<file path="src/rtl/aes_uart_pkg.sv">
// aes_uart_pkg: register indices, response codes and FSM states for the AES/UART AXI4-Lite bridge
package aes_uart_pkg;
  localparam logic [2:0] REG_TXDATA = 3'd0;
  localparam logic [2:0] REG_RXDATA = 3'd1;
  localparam logic [2:0] REG_STATUS = 3'd2;
  localparam logic [2:0] REG_CTRL = 3'd3;
  localparam logic [2:0] REG_IRQ = 3'd4;
  localparam logic [1:0] RESP_OKAY = 2'b00;
  localparam logic [1:0] RESP_SLVERR = 2'b10;
  localparam logic [1:0] RESP_DECERR = 2'b11;
  typedef enum logic {W_IDLE, W_RESP} wstate_t;
  typedef enum logic {R_IDLE, R_DATA} rstate_t;
endpackage

</file>
<file path="src/rtl/aes_uart_fifo.sv">
// aes_uart_fifo: synchronous power-of-two FIFO with full, empty and count flags
module aes_uart_fifo #(
  parameter int WIDTH = 8,
  parameter int DEPTH = 16
) (
  input  logic                     clk,
  input  logic                     rst_n,
  input  logic                     push,
  input  logic                     pop,
  input  logic [WIDTH-1:0]         din,
  output logic [WIDTH-1:0]         dout,
  output logic                     full,
  output logic                     empty,
  output logic [$clog2(DEPTH):0]   count
);
  localparam int AW = $clog2(DEPTH);
  logic [WIDTH-1:0] mem [DEPTH];
  logic [AW-1:0] wr_ptr, rd_ptr;
  logic do_push, do_pop;
  assign full = count == (AW+1)'(DEPTH);
  assign empty = count == '0;
  assign do_push = push && !full;
  assign do_pop = pop && !empty;
  assign dout = mem[rd_ptr];
  always_ff @(posedge clk) begin
    if (do_push) mem[wr_ptr] <= din;
  end
  always_ff @(posedge clk) begin
    if (!rst_n) begin
      wr_ptr <= '0;
      rd_ptr <= '0;
      count <= '0;
    end else begin
      if (do_push) wr_ptr <= wr_ptr + AW'(1);
      if (do_pop) rd_ptr <= rd_ptr + AW'(1);
      count <= count + (AW+1)'(do_push) - (AW+1)'(do_pop);
    end
  end
endmodule

</file>
<file path="src/rtl/aes_uart_axil_bridge.sv">
// aes_uart_axil_bridge: AXI4-Lite register front-end with TX/RX byte FIFOs and interrupt for an AES/UART core
module aes_uart_axil_bridge #(
  parameter int DATA_W = 32,
  parameter int ADDR_W = 32,
  parameter int TX_DEPTH = 16,
  parameter int RX_DEPTH = 16
) (
  input  logic                Clk,
  input  logic                Rst,
  input  logic [ADDR_W-1:0]   s_axi_awaddr,
  input  logic                s_axi_awvalid,
  output logic                s_axi_awready,
  input  logic [DATA_W-1:0]   s_axi_wdata,
  input  logic [DATA_W/8-1:0] s_axi_wstrb,
  input  logic                s_axi_wvalid,
  output logic                s_axi_wready,
  output logic [1:0]          s_axi_bresp,
  output logic                s_axi_bvalid,
  input  logic                s_axi_bready,
  input  logic [ADDR_W-1:0]   s_axi_araddr,
  input  logic                s_axi_arvalid,
  output logic                s_axi_arready,
  output logic [DATA_W-1:0]   s_axi_rdata,
  output logic [1:0]          s_axi_rresp,
  output logic                s_axi_rvalid,
  input  logic                s_axi_rready,
  output logic [7:0]          tx_tdata,
  output logic                tx_tvalid,
  input  logic                tx_tready,
  input  logic [7:0]          rx_tdata,
  input  logic                rx_tvalid,
  output logic                rx_tready,
  output logic                irq
);
  import aes_uart_pkg::*;
  localparam int ADDR_LSB = $clog2(DATA_W/8);
  localparam int TCW = $clog2(TX_DEPTH) + 1;
  localparam int RCW = $clog2(RX_DEPTH) + 1;
  wstate_t wstate;
  rstate_t rstate;
  logic aw_held, w_held, w_strb_q, aw_ok, w_ok, do_wr, do_rd, strb;
  logic [2:0] aw_idx_q, wr_idx, rd_idx, pend, pend_set, pend_clr;
  logic [7:0] w_data_q, wd, rx_dout, rx_cnt_sat;
  logic [1:0] ctrl, wr_resp, rd_resp;
  logic [DATA_W-1:0] rd_data;
  logic tx_full, tx_empty, rx_full, rx_empty, tx_push, tx_pop, rx_push, rx_pop;
  logic [TCW-1:0] tx_count;
  logic [RCW-1:0] rx_count;
  logic [31:0] rx_cnt_w;
  logic unused;
  assign unused = ^{s_axi_wdata[DATA_W-1:8], s_axi_wstrb[DATA_W/8-1:1],
                    s_axi_awaddr[ADDR_W-1:ADDR_LSB+3], s_axi_awaddr[ADDR_LSB-1:0],
                    s_axi_araddr[ADDR_W-1:ADDR_LSB+3], s_axi_araddr[ADDR_LSB-1:0]};
  assign s_axi_awready = wstate == W_IDLE && !aw_held;
  assign s_axi_wready = wstate == W_IDLE && !w_held;
  assign s_axi_arready = rstate == R_IDLE;
  assign aw_ok = aw_held || (s_axi_awvalid && s_axi_awready);
  assign w_ok = w_held || (s_axi_wvalid && s_axi_wready);
  assign do_wr = aw_ok && w_ok;
  assign wr_idx = aw_held ? aw_idx_q : s_axi_awaddr[ADDR_LSB+2:ADDR_LSB];
  assign wd = w_held ? w_data_q : s_axi_wdata[7:0];
  assign strb = w_held ? w_strb_q : s_axi_wstrb[0];
  assign do_rd = s_axi_arvalid && s_axi_arready;
  assign rd_idx = s_axi_araddr[ADDR_LSB+2:ADDR_LSB];
  assign tx_push = do_wr && wr_idx == REG_TXDATA && strb && !tx_full;
  assign tx_pop = !tx_empty && tx_tready;
  assign rx_push = rx_tvalid && !rx_full;
  assign rx_pop = do_rd && rd_idx == REG_RXDATA && !rx_empty;
  assign tx_tvalid = !tx_empty;
  assign rx_tready = !rx_full;
  assign wr_resp = wr_idx == REG_TXDATA ? (strb && tx_full ? RESP_SLVERR : RESP_OKAY) :
                   (wr_idx == REG_CTRL || wr_idx == REG_IRQ) ? RESP_OKAY : RESP_DECERR;
  assign rx_cnt_w = 32'(rx_count);
  assign rx_cnt_sat = rx_cnt_w > 32'd255 ? 8'hff : rx_cnt_w[7:0];
  assign pend_set = {rx_tvalid && rx_full, tx_pop && !tx_push && tx_count == TCW'(1), rx_push && rx_empty};
  assign pend_clr = do_wr && wr_idx == REG_IRQ && strb ? wd[2:0] : 3'b000;
  aes_uart_fifo #(.WIDTH(8), .DEPTH(TX_DEPTH)) u_tx (
    .clk(Clk), .rst_n(Rst), .push(tx_push), .pop(tx_pop), .din(wd), .dout(tx_tdata),
    .full(tx_full), .empty(tx_empty), .count(tx_count)
  );
  aes_uart_fifo #(.WIDTH(8), .DEPTH(RX_DEPTH)) u_rx (
    .clk(Clk), .rst_n(Rst), .push(rx_push), .pop(rx_pop), .din(rx_tdata), .dout(rx_dout),
    .full(rx_full), .empty(rx_empty), .count(rx_count)
  );
  always_comb begin
    rd_data = '0;
    rd_resp = RESP_OKAY;
    case (rd_idx)
      REG_TXDATA: rd_resp = RESP_OKAY;
      REG_RXDATA: begin
        rd_data[7:0] = rx_empty ? 8'h00 : rx_dout;
        rd_resp = rx_empty ? RESP_SLVERR : RESP_OKAY;
      end
      REG_STATUS: rd_data[15:0] = {rx_cnt_sat, 4'h0, rx_empty, rx_full, tx_empty, tx_full};
      REG_CTRL: rd_data[1:0] = ctrl;
      REG_IRQ: rd_data[2:0] = pend;
      default: rd_resp = RESP_DECERR;
    endcase
  end
  always_ff @(posedge Clk) begin
    if (!Rst) begin
      wstate <= W_IDLE;
      aw_held <= 1'b0;
      w_held <= 1'b0;
      aw_idx_q <= '0;
      w_data_q <= '0;
      w_strb_q <= 1'b0;
      s_axi_bvalid <= 1'b0;
      s_axi_bresp <= RESP_OKAY;
      ctrl <= '0;
    end else if (wstate == W_IDLE) begin
      aw_held <= aw_ok && !do_wr;
      w_held <= w_ok && !do_wr;
      if (s_axi_awvalid && s_axi_awready) aw_idx_q <= s_axi_awaddr[ADDR_LSB+2:ADDR_LSB];
      if (s_axi_wvalid && s_axi_wready) begin
        w_data_q <= s_axi_wdata[7:0];
        w_strb_q <= s_axi_wstrb[0];
      end
      if (do_wr) begin
        wstate <= W_RESP;
        s_axi_bvalid <= 1'b1;
        s_axi_bresp <= wr_resp;
      end
      if (do_wr && wr_idx == REG_CTRL && strb) ctrl <= wd[1:0];
    end else if (s_axi_bready) begin
      wstate <= W_IDLE;
      s_axi_bvalid <= 1'b0;
    end
  end
  always_ff @(posedge Clk) begin
    if (!Rst) begin
      rstate <= R_IDLE;
      s_axi_rvalid <= 1'b0;
      s_axi_rdata <= '0;
      s_axi_rresp <= RESP_OKAY;
    end else if (rstate == R_IDLE) begin
      if (do_rd) begin
        rstate <= R_DATA;
        s_axi_rvalid <= 1'b1;
        s_axi_rdata <= rd_data;
        s_axi_rresp <= rd_resp;
      end
    end else if (s_axi_rready) begin
      rstate <= R_IDLE;
      s_axi_rvalid <= 1'b0;
    end
  end
  always_ff @(posedge Clk) begin
    if (!Rst) begin
      pend <= '0;
      irq <= 1'b0;
    end else begin
      pend <= (pend & ~pend_clr) | pend_set;
      irq <= |(pend & {1'b1, ctrl});
    end
  end
endmodule

</file>
<file path="config.mk">
export PLATFORM = sky130hd
export DESIGN_NAME = aes_uart_axil_bridge
export DESIGN_NICKNAME = d
export VERILOG_FILES = /design/src/rtl/aes_uart_pkg.sv /design/src/rtl/aes_uart_fifo.sv /design/src/rtl/aes_uart_axil_bridge.sv
export SDC_FILE = /design/constraint.sdc
export NUM_CORES = 1
export LEC_CHECK = 0
export BUFFER_PORTS_ARGS = -buffer_cell sky130_fd_sc_hd__buf_2
export CAP_MARGIN = 20
export CORE_MARGIN = 2
export CORE_UTILIZATION = 55
export CTS_CLUSTER_SIZE = 12
export DETAILED_ROUTE_END_ITERATION = 7
export GPL_TIMING_DRIVEN = 0
export PLACE_DENSITY = 0.81
export SETUP_SLACK_MARGIN = 0.15
export SYNTH_ARGS = -nofsm -noshare
export SYNTH_HDL_FRONTEND = slang
export SYNTH_SLANG_ARGS = --single-unit
</file>
<file path="constraint.sdc">
create_clock -name Clk -period 3.8 [get_ports Clk]
set_clock_uncertainty 0.15 [all_clocks]
set_input_delay 0.76 -clock Clk [delete_from_list [all_inputs] [get_ports Clk]]
set_output_delay 0.76 -clock Clk [all_outputs]
set_load 0.05 [all_outputs]
</file>
==> results of run 1 <==
## state kept, by name, indices dropped and copies added (netlist names), 3 cells and up, named ones only
signal	count
u_tx.rd_ptr	4
u_tx.wr_ptr	4
u_rx.count	5
u_tx.count	5
u_rx.mem	128
aw_idx_q	3
u_rx.rd_ptr	4
w_data_q	8
pend	3
s_axi_rdata	13
u_tx.mem	128
u_rx.wr_ptr	4
## area by class of cell
cell class / count / area, µm²
timing repair buffer: 74 / 400
buffer: 63 / 330
fill: 1662 / 8740
inverter: 28 / 105
tap: 324 / 405
clock inverter: 1 / 5.00
sequential: 331 / 9190
clock buffer: 57 / 1040
multi-input combinational: 440 / 4030
## cell usage after synthesis (5+ instances only)
master / count
mux4_2: 71
dfxtp_1: 75
buf_1: 5
edfxtp_1: 256
mux2i_1: 10
and2_1: 9
a21oi_1: 37
nand2_1: 47
clkbuf_1: 31
nor2b_1: 5
nor2_1: 53
nor4b_1: 10
o21ai_0: 12
nand3_1: 25
ha_1: 22
buf_2: 8
xor2_1: 8
a22oi_1: 9
xnor2_1: 7
and4_1: 8
buf_4: 19
inv_1: 25
nor3_1: 9
mux2_2: 11
nand2b_1: 9
## layer usage
metal	vias to the layer above	GRT usage, %	routed length (µm)
met2	381	40.3	15400
met4	0	8.52	934
li1	3487	-	-
met1	3915	30.0	11400
met3	74	4.00	2050
met5	-	0	0
## metrics by stage
step	util, %	hold WS, ps	cells
5_1_grt	63.9	314	1318
2_1_floorplan	-	283	862
3_5_place_dp	59.5	291	1260
4_1_cts	63.9	299	1318
6_report	63.9	297	1318
3_3_place_gp	59.0	289	1248
## kinds of logic (layout without fill, tap and decap cells)
family / after synthesis / count (layout) / synth area share (%)
buffers and inverters: 91 / 223 / 3.13
AOI/OAI and AO/OA: 89 / 89 / 4.21
and+or+nand+nor: 201 / 201 / 7.85
DFF: 331 / 331 / 68.0
muxes: 92 / 92 / 13.5
xor gates and xnor gates: 15 / 15 / 0.972
other: 1 / 19 / 0.0277
adders and majority gates: 24 / 24 / 2.33
## power by group through the flow
stage	Sequential, W	Clock [W]	Combinational, W
after detailed placement	0.00422	0	0.00166
after global placement	0.00422	0	0.00160
after global routing	0.00416	0.00329	0.00183
after floorplan	0.00423	0	0.00123
final	0.00415	0.00314	0.00169
after CTS	0.00415	0.00316	0.00170
## worst max-delay path: cells and delay by family (launching register included)
kind	cells	cell delay (ps)
DFF	1	320
buffers and inverters	3	700
muxes	2	1130
## path summary, 6_finish.rpt
path,start,end,slack (ps)
min,s_axi_rdata[11]$_SDFFE_PN0P_,s_axi_rdata[11]$_SDFFE_PN0P_,300
min reg2reg,s_axi_rdata[11]$_SDFFE_PN0P_,s_axi_rdata[11]$_SDFFE_PN0P_,300
max,register,tx_tdata[1],240
max reg2reg,u_tx.count[2]$_SDFF_PN0_,u_tx.count[4]$_SDFF_PN0_,370
==> impl_metrics.tcl, run 1 <==
set metrics [dict create \
    routabilityCongestion 0.819 \
    antennaDiodeCount 0 \
    die_height_um 161 \
    finalInstanceArea_um2 15500 \
    drive_gt1_share_pct 24.9 \
    wl_per_cell_um 22.6 \
    min_period_ps 3560 \
    hold_buffers 0 \
    path_max_fanout 10 \
    hold_path_class "reg2reg" \
    placed_cell_area_um2 14400 \
    synth_edf_count 256 \
    layout_commonest_cell "edfxtp_1" \
    power_w 0.00899 \
    synth-seq-cells 331 \
    synth_area_um2 13500 \
    synth_cells 844 \
    slew_violations 0 \
    setup_ws_ps 244 \
    drtAntennaViolNets 0 \
    yosysTopAreaCellShare_pct 56.9 \
    most-common-layout-cells "edfxtp_1 (256), dfxtp_1 (75), mux4_2 (71), buf_2 (67), nor2_1 (53)" \
    preCtsSetupSlack_ps 13.1 \
    gr-total-overflow 0 \
    synthFlopType "edfxtp_1" \
    ys_seq_area_share_pct 68.0 \
    combPwrFrac_pct 18.9 \
    path_clk_slew_ps 60 \
    fp.coreArea_um2 24200 \
    rr_worst_depth 14 \
    slew_headroom_pct 29.0 \
    vias_per_cell 5.96 \
    grtUsageTotal_pct 23.3 \
    p_leak_nw 5.27 \
    vias 7857 \
    cts_buffers 34 \
    drt_iter0_markers 829 \
    worstPathCellList "clkbuf_2 > buf_4 > mux4_2 > mux4_2 > buf_2" \
    cts_resized 4 \
    critPathMostFrequentCell "mux4_2" \
    die-area_um2 25800 \
    cts_tree "yes" \
    start_util_pct 55.7 \
    cp.arrival_ps 2650 \
    syn_area_per_cell_um2 16.0 \
    post-cts-setup-buffers 0 \
    vdd_drop_max_mv 0.497 \
    start_kind "register" \
    ys_types 56 \
    seq_power_share_pct 46.2 \
    yosys-top-cells-area "edfxtp_1 (57%), mux4_2 (12%), dfxtp_1 (11%)" \
    drc 0 \
    status "finished clean" \
    end_kind "output port" \
    io_pins 169 \
    required_ps 2890 \
    setup_tns_ps 0 \
    area_growth_pct 14.7 \
    rows 57 \
    max_stage_delay_ps 610 \
    clock_power_share_pct 35.0 \
    setup_viol 0 \
    switching_share_pct 26.6 \
    clk_latency_ps 510 \
    final_net_count 1113 \
    io_buffers 62 \
    p_sw_w 0.00239 \
    htreeDepth 2 \
    ys_async_sr_fraction_pct 0 \
    hold_violations 0 \
    cts_num_sinks 331 \
    drv_cap 0 \
    grt_antenna_before_repair 0 \
    crit_path_top_delay_cell "mux4_2" \
    dp_hpwl_mm 19.7 \
    yosys_warnings 0 \
    tightest_slew_ps 1060 \
    power_density_nw_per_um2 580 \
    first_global_vias 7899 \
    grt_max_degree 19 \
    crit_type "reg2out" \
    fmax_ghz 0.281 \
    cts.path.max_buffers 3 \
    first_pass_iters 5 \
    hold_depth 2 \
    finalCritPeriodShare_pct 93.6 \
    drt_wl_total_mm 29.8 \
    synth_top_area_cell "edfxtp_1" \
    root_buffer "clkbuf_16" \
    die_x_um 161 \
    internal_power_w 0.00660 \
    grt_pass1_wl_mm 45.6 \
    rsz0062_at_grt "no" \
]
No activity file was read; power rests on OpenSTA's default activity.
==> inputs of run 2 (changes only) <==
--- a/config.mk
+++ b/config.mk
@@ -11,3 +11,2 @@
 export CORE_UTILIZATION = 55
-export CTS_CLUSTER_SIZE = 12
 export DETAILED_ROUTE_END_ITERATION = 7
==> constraint.sdc (replaced) <==
create_clock -name Clk -period 3.8 [get_ports Clk]
set_clock_uncertainty 0.15 [all_clocks]
set_input_delay 0.57 -clock Clk [delete_from_list [all_inputs] [get_ports Clk]]
set_output_delay 0.57 -clock Clk [all_outputs]
set_load 0.05 [all_outputs]
==> impl_metrics.tcl, run 2 (synthesized netlist as in run 1, its figures left out) <==
set metrics [dict create \
    antennaDiodeCount 0 \
    finalCritPeriodShare_pct 90.9 \
    io_pins 169 \
    hold_path_class "in2reg" \
    slew_headroom_pct 32.8 \
    post-cts-setup-buffers 0 \
    cts_buffers 31 \
    instances_no_fill 1318 \
    status "finished clean" \
    cp.arrival_ps 3790 \
    crit_cells 14 \
    htreeDepth 1 \
    cts_num_sinks 331 \
    clk_latency_ps 560 \
    rsz0062_at_grt "no" \
    fmax_ghz 0.290 \
    crit_type "reg2reg" \
    fin_util_pct 64.3 \
    drt_iter0_markers 862 \
    fillers 1656 \
    finalInstanceArea_um2 15600 \
    die_height_um 161 \
    rr_worst_depth 14 \
    largest_registers "u_rx.mem: 128 flops, u_tx.mem: 128 flops, s_axi_rdata: 13 flops" \
    wl_per_cell_um 22.6 \
    power_density_nw_per_um2 593 \
    worstPathCellList "inv_1 > ha_1 > or4b_2 > clkbuf_1 > nand2_1 > inv_1 > ha_1 > inv_1 > ha_1 > fa_1 > a21oi_1 > nor2_1 > or3_1 > a21oi_1" \
    hold_violations 0 \
    vias_per_cell 5.97 \
    rows 57 \
    gr-total-overflow 0 \
    root_buffer "clkbuf_16" \
    routabilityCongestion 0.819 \
    p_leak_nw 5.30 \
    final_net_count 1110 \
    slew_violations 0 \
    power_w 0.00924 \
    path_clk_slew_ps 60 \
    layout_commonest_cell "edfxtp_1" \
    crit_family "simple AND/OR/NAND/NOR gates" \
    max_stage_delay_ps 580 \
    drive_gt1_share_pct 25.4 \
    io_buffers 62 \
    required_ps 4140 \
    cts.path.max_buffers 3 \
    grt_max_degree 19 \
    setup_viol 0 \
    ff_latch_area_um2 9190 \
    placed_cell_area_um2 14400 \
    crit_path_top_delay_cell "or4b_2" \
    start_kind "register" \
    min_period_ps 3450 \
    start_util_pct 55.7 \
    vias 7873 \
    dp.cells 1260 \
    die-area_um2 25800 \
    cts_tree "yes" \
    die_x_um 161 \
    multi_input_comb_area_um2 4030 \
    most-common-layout-cells "edfxtp_1 (256), dfxtp_1 (75), mux4_2 (71), buf_2 (67), nor2_1 (53)" \
    drtAntennaViolNets 0 \
    tightest_slew_ps 1000 \
    crit_buf_inv 4 \
    first_global_vias 7855 \
    drt_wl_total_mm 29.7 \
    hold_depth 3 \
    drv_cap 0 \
    area_growth_pct 15.3 \
    path_max_fanout 6 \
    first_pass_iters 5 \
    setup_tns_ps 0 \
    dp_hpwl_mm 19.7 \
    grtUsageTotal_pct 23.0 \
    vdd_drop_max_mv 0.437 \
    end_kind "register" \
    grt_pass1_wl_mm 45.1 \
    grt_antenna_before_repair 0 \
    fp.coreArea_um2 24200 \
    drc 0 \
]
==> run 2: layout make-up <==
| type | instances | share of cell area [%] |
|---|---|---|
| flip-flops and latches | 331 | 59.0 |
| multi-input cells | 440 | 25.8 |
| clock buffers | 39 | 5.30 |
| well taps | 324 | 2.60 |
| repair buffers | 74 | 2.57 |
| plain buffers | 63 | 2.10 |
| clock inverters | 19 | 1.95 |
| inverters | 28 | 0.674 |
==> run 2: final timing paths <==
check                                from                           end  slack (ps)
max reg2reg      u_tx.count[2]$_SDFF_PN0_      u_tx.count[4]$_SDFF_PN0_         350
min reg2reg  s_axi_rdata[11]$_SDFFE_PN0P_  s_axi_rdata[11]$_SDFFE_PN0P_         300
min                        s_axi_wdata[7]      w_data_q[7]$_SDFFE_PN0P_         120
max              u_tx.count[2]$_SDFF_PN0_      u_tx.count[4]$_SDFF_PN0_         350
==> run 2: through the flow <==
stage               setup WS [ps]  hold WS (ps)
detailed placement            203           291
finish                        347           125
floorplan                     328           283
global route                  202           122
global placement             -672           289
CTS                           189           107
==> run 2: tightest hold or removal path, cell delays in order <==
cell     delay [ps]
buf_2           110
nand2_1          50
a21oi_1          50
==> run 2: metal layers <==
metal  vias to the layer above  global-route usage (%)  part of all wire, %
li1                       3480                       -                    -
met1                      3988                    30.2                   40
met2                       338                    39.9                   51
met3                        67                    3.20                  5.8
met4                         0                    8.04                  3.3
met5                         -                       0                    0
==> run 2: what timing repair did <==
action | in CTS | in global routing
hold buffers | 0 | 0
cloned | 0 | 0
resized for setup | 3 | 3
hold endpoints to repair | 0 | 0
setup endpoints to repair | 8 | 2
==> run 2: where the power goes <==
part           internal, W  total (W)  switching [W]
Sequential         0.00405    0.00415      0.0000997
Combinational     0.000687    0.00169        0.00100
Clock              0.00208    0.00340        0.00132
==> inputs of run 3 (changes only) <==
CORE_MARGIN = 5   (was 2)
==> impl_metrics.tcl, run 3 (synthesized netlist as in run 1, its figures left out) <==
set metrics [dict create \
    status "finished clean" \
    path_max_fanout 10 \
    start_util_pct 55.7 \
    min_period_ps 3500 \
    first_pass_iters 5 \
    timing.rr.start "u_tx.count[3]$_SDFF_PN0_" \
    htreeDepth 1 \
    hold_path_class "in2reg" \
    multi_input_comb_area_um2 4050 \
    power_density_nw_per_um2 604 \
    met1_usage_pct 28.8 \
    crit_type "reg2out" \
    tightest_slew_ps 1040 \
    die_x_um 167 \
    ff_latch_area_um2 9190 \
    cts_num_sinks 331 \
    die-area_um2 27800 \
    fillers 1657 \
    fp.coreArea_um2 24200 \
    path_clk_slew_ps 60 \
    hold_buffers 0 \
    root_buffer "clkbuf_16" \
    use_met2_pct 37.0 \
    required_ps 3080 \
    rows 57 \
    timing.hold.ws_ps 125 \
    end_kind "output port" \
    drv_cap 0 \
    r2r_slack_ps 400 \
    start_kind "register" \
    instances_no_fill 1312 \
    rr_worst_depth 14 \
    post-cts-setup-buffers 0 \
    final_net_count 1105 \
    hold_path_end "w_data_q[5]$_SDFFE_PN0P_" \
    most-common-layout-cells "edfxtp_1 (256), dfxtp_1 (75), mux4_2 (71), buf_2 (67), nor2_1 (53)" \
    gr-max-usage-layer "met2" \
    r2r-end "u_tx.count[4]$_SDFF_PN0_" \
    drt_iter0_markers 831 \
    wl_per_cell_um 22.5 \
    cts_buffers 31 \
    drive_gt1_share_pct 25.7 \
    die_height_um 167 \
    slew_headroom_pct 30.5 \
    vias 7736 \
    dp.cells 1254 \
    layout_commonest_cell "edfxtp_1" \
    grtUsageTotal_pct 21.2 \
    grt_antenna_before_repair 0 \
    preCtsSetupSlack_ps 209 \
    dp_hpwl_mm 19.3 \
    fmax_ghz 0.286 \
    vias_per_cell 5.90 \
    hold_depth 3 \
    finalCritPeriodShare_pct 92.1 \
    min_from "s_axi_wdata[5]" \
    setup_ws_ps 301 \
    clk_latency_ps 550 \
    drc 0 \
    gr-total-overflow 0 \
    vdd_drop_max_mv 0.420 \
    io_pins 169 \
    grt_max_degree 19 \
    first_global_vias 7845 \
    grt_pass1_wl_mm 46.0 \
    largest_registers "u_rx.mem: 128 flops, u_tx.mem: 128 flops, s_axi_rdata: 13 flops" \
    drtAntennaViolNets 0 \
    cts_tree "yes" \
    power_w 0.00944 \
    rsz0062_at_grt "no" \
    p_leak_nw 5.33 \
    area_growth_pct 15.8 \
    gr-usage-met3_pct 2.42 \
    hold_violations 0 \
    antennaDiodeCount 0 \
    routabilityCongestion 0.809 \
    drt_wl_total_mm 29.5 \
    setup_viol 0 \
    io_buffers 62 \
    cts.path.max_buffers 3 \
    cp.arrival_ps 2780 \
    slew_violations 0 \
]
## run 3: changes by cell type in the layout (fill, tap and decap cells not counted)
cell / previous run / this run
clkinv_2: 4 / 7
clkinv_1: 4 / 2
nor3_2: 0 / 4
bufinv_16: 8 / 12
clkbuf_1: 36 / 34
clkbuf_8: 2 / 0
clkbuf_4: 0 / 2
inv_6: 1 / 0
clkbuf_2: 1 / 0
buf_4: 34 / 27
nor3_1: 9 / 5
## run 3: worst max-delay path by stage
stage                               end                     start  slack, ps  cells after the start
2_1_floorplan  u_tx.count[4]$_SDFF_PN0_  u_tx.count[3]$_SDFF_PN0_        330                     14
3_3_place_gp   u_tx.mem[2][4]$_DFFE_PP_           s_axi_awaddr[2]       -640                      5
3_5_place_dp   u_rx.count[4]$_SDFF_PN0_           s_axi_araddr[3]        210                     11
4_1_cts                     tx_tdata[4]                  register        160                      5
5_1_grt                     tx_tdata[1]                  register        170                      5
6_report                    tx_tdata[1]                  register        300                      5
## run 3: metrics by stage
stage,instance area (µm²),utilization [%],setup TNS [ps]
4_1_cts,15600,64.4,0
3_3_place_gp,14300,59.0,-27360
3_5_place_dp,14400,59.4,0
6_report,15600,64.5,0
2_1_floorplan,13600,-,0
5_1_grt,15600,64.5,0
## run 3: area by class of cell
cell class                      instances  share of cell area (%)
Sequential cell                       331                    58.7
Multi-Input combinational cell        440                    25.9
Clock buffer                           34                    5.03
Clock inverter                         23                    2.70
Tap cell                              324                    2.59
Timing Repair Buffer                   69                    2.32
Buffer                                 63                    2.08
Inverter                               28                   0.672
## run 3: timing repair
item	4_1_cts	5_1_grt
gates resized for setup	0	5
setup endpoints to repair	0	9
hold endpoints to repair	0	0
## run 3: worst max-delay path, stage by stage (launching register included)
cell and delay [ps]:
dfxtp_1 320, clkbuf_1 260, clkbuf_4 370, mux4_2 560, mux4_2 500, buf_2 230
## run 3: power breakdown
group | switching [W] | internal (W) | leakage, nW
registers | 0.0000961 | 0.00405 | 2.92
logic | 0.00101 | 0.000676 | 1.82
clock network | 0.00131 | 0.00231 | 0.589
## run 3: metal layers
metal | part of all wire (%) | routed length [µm]
met1 | 39 | 11600
met2 | 52 | 15300
met3 | 5.6 | 1660
met4 | 3.2 | 937
met5 | 0 | 0
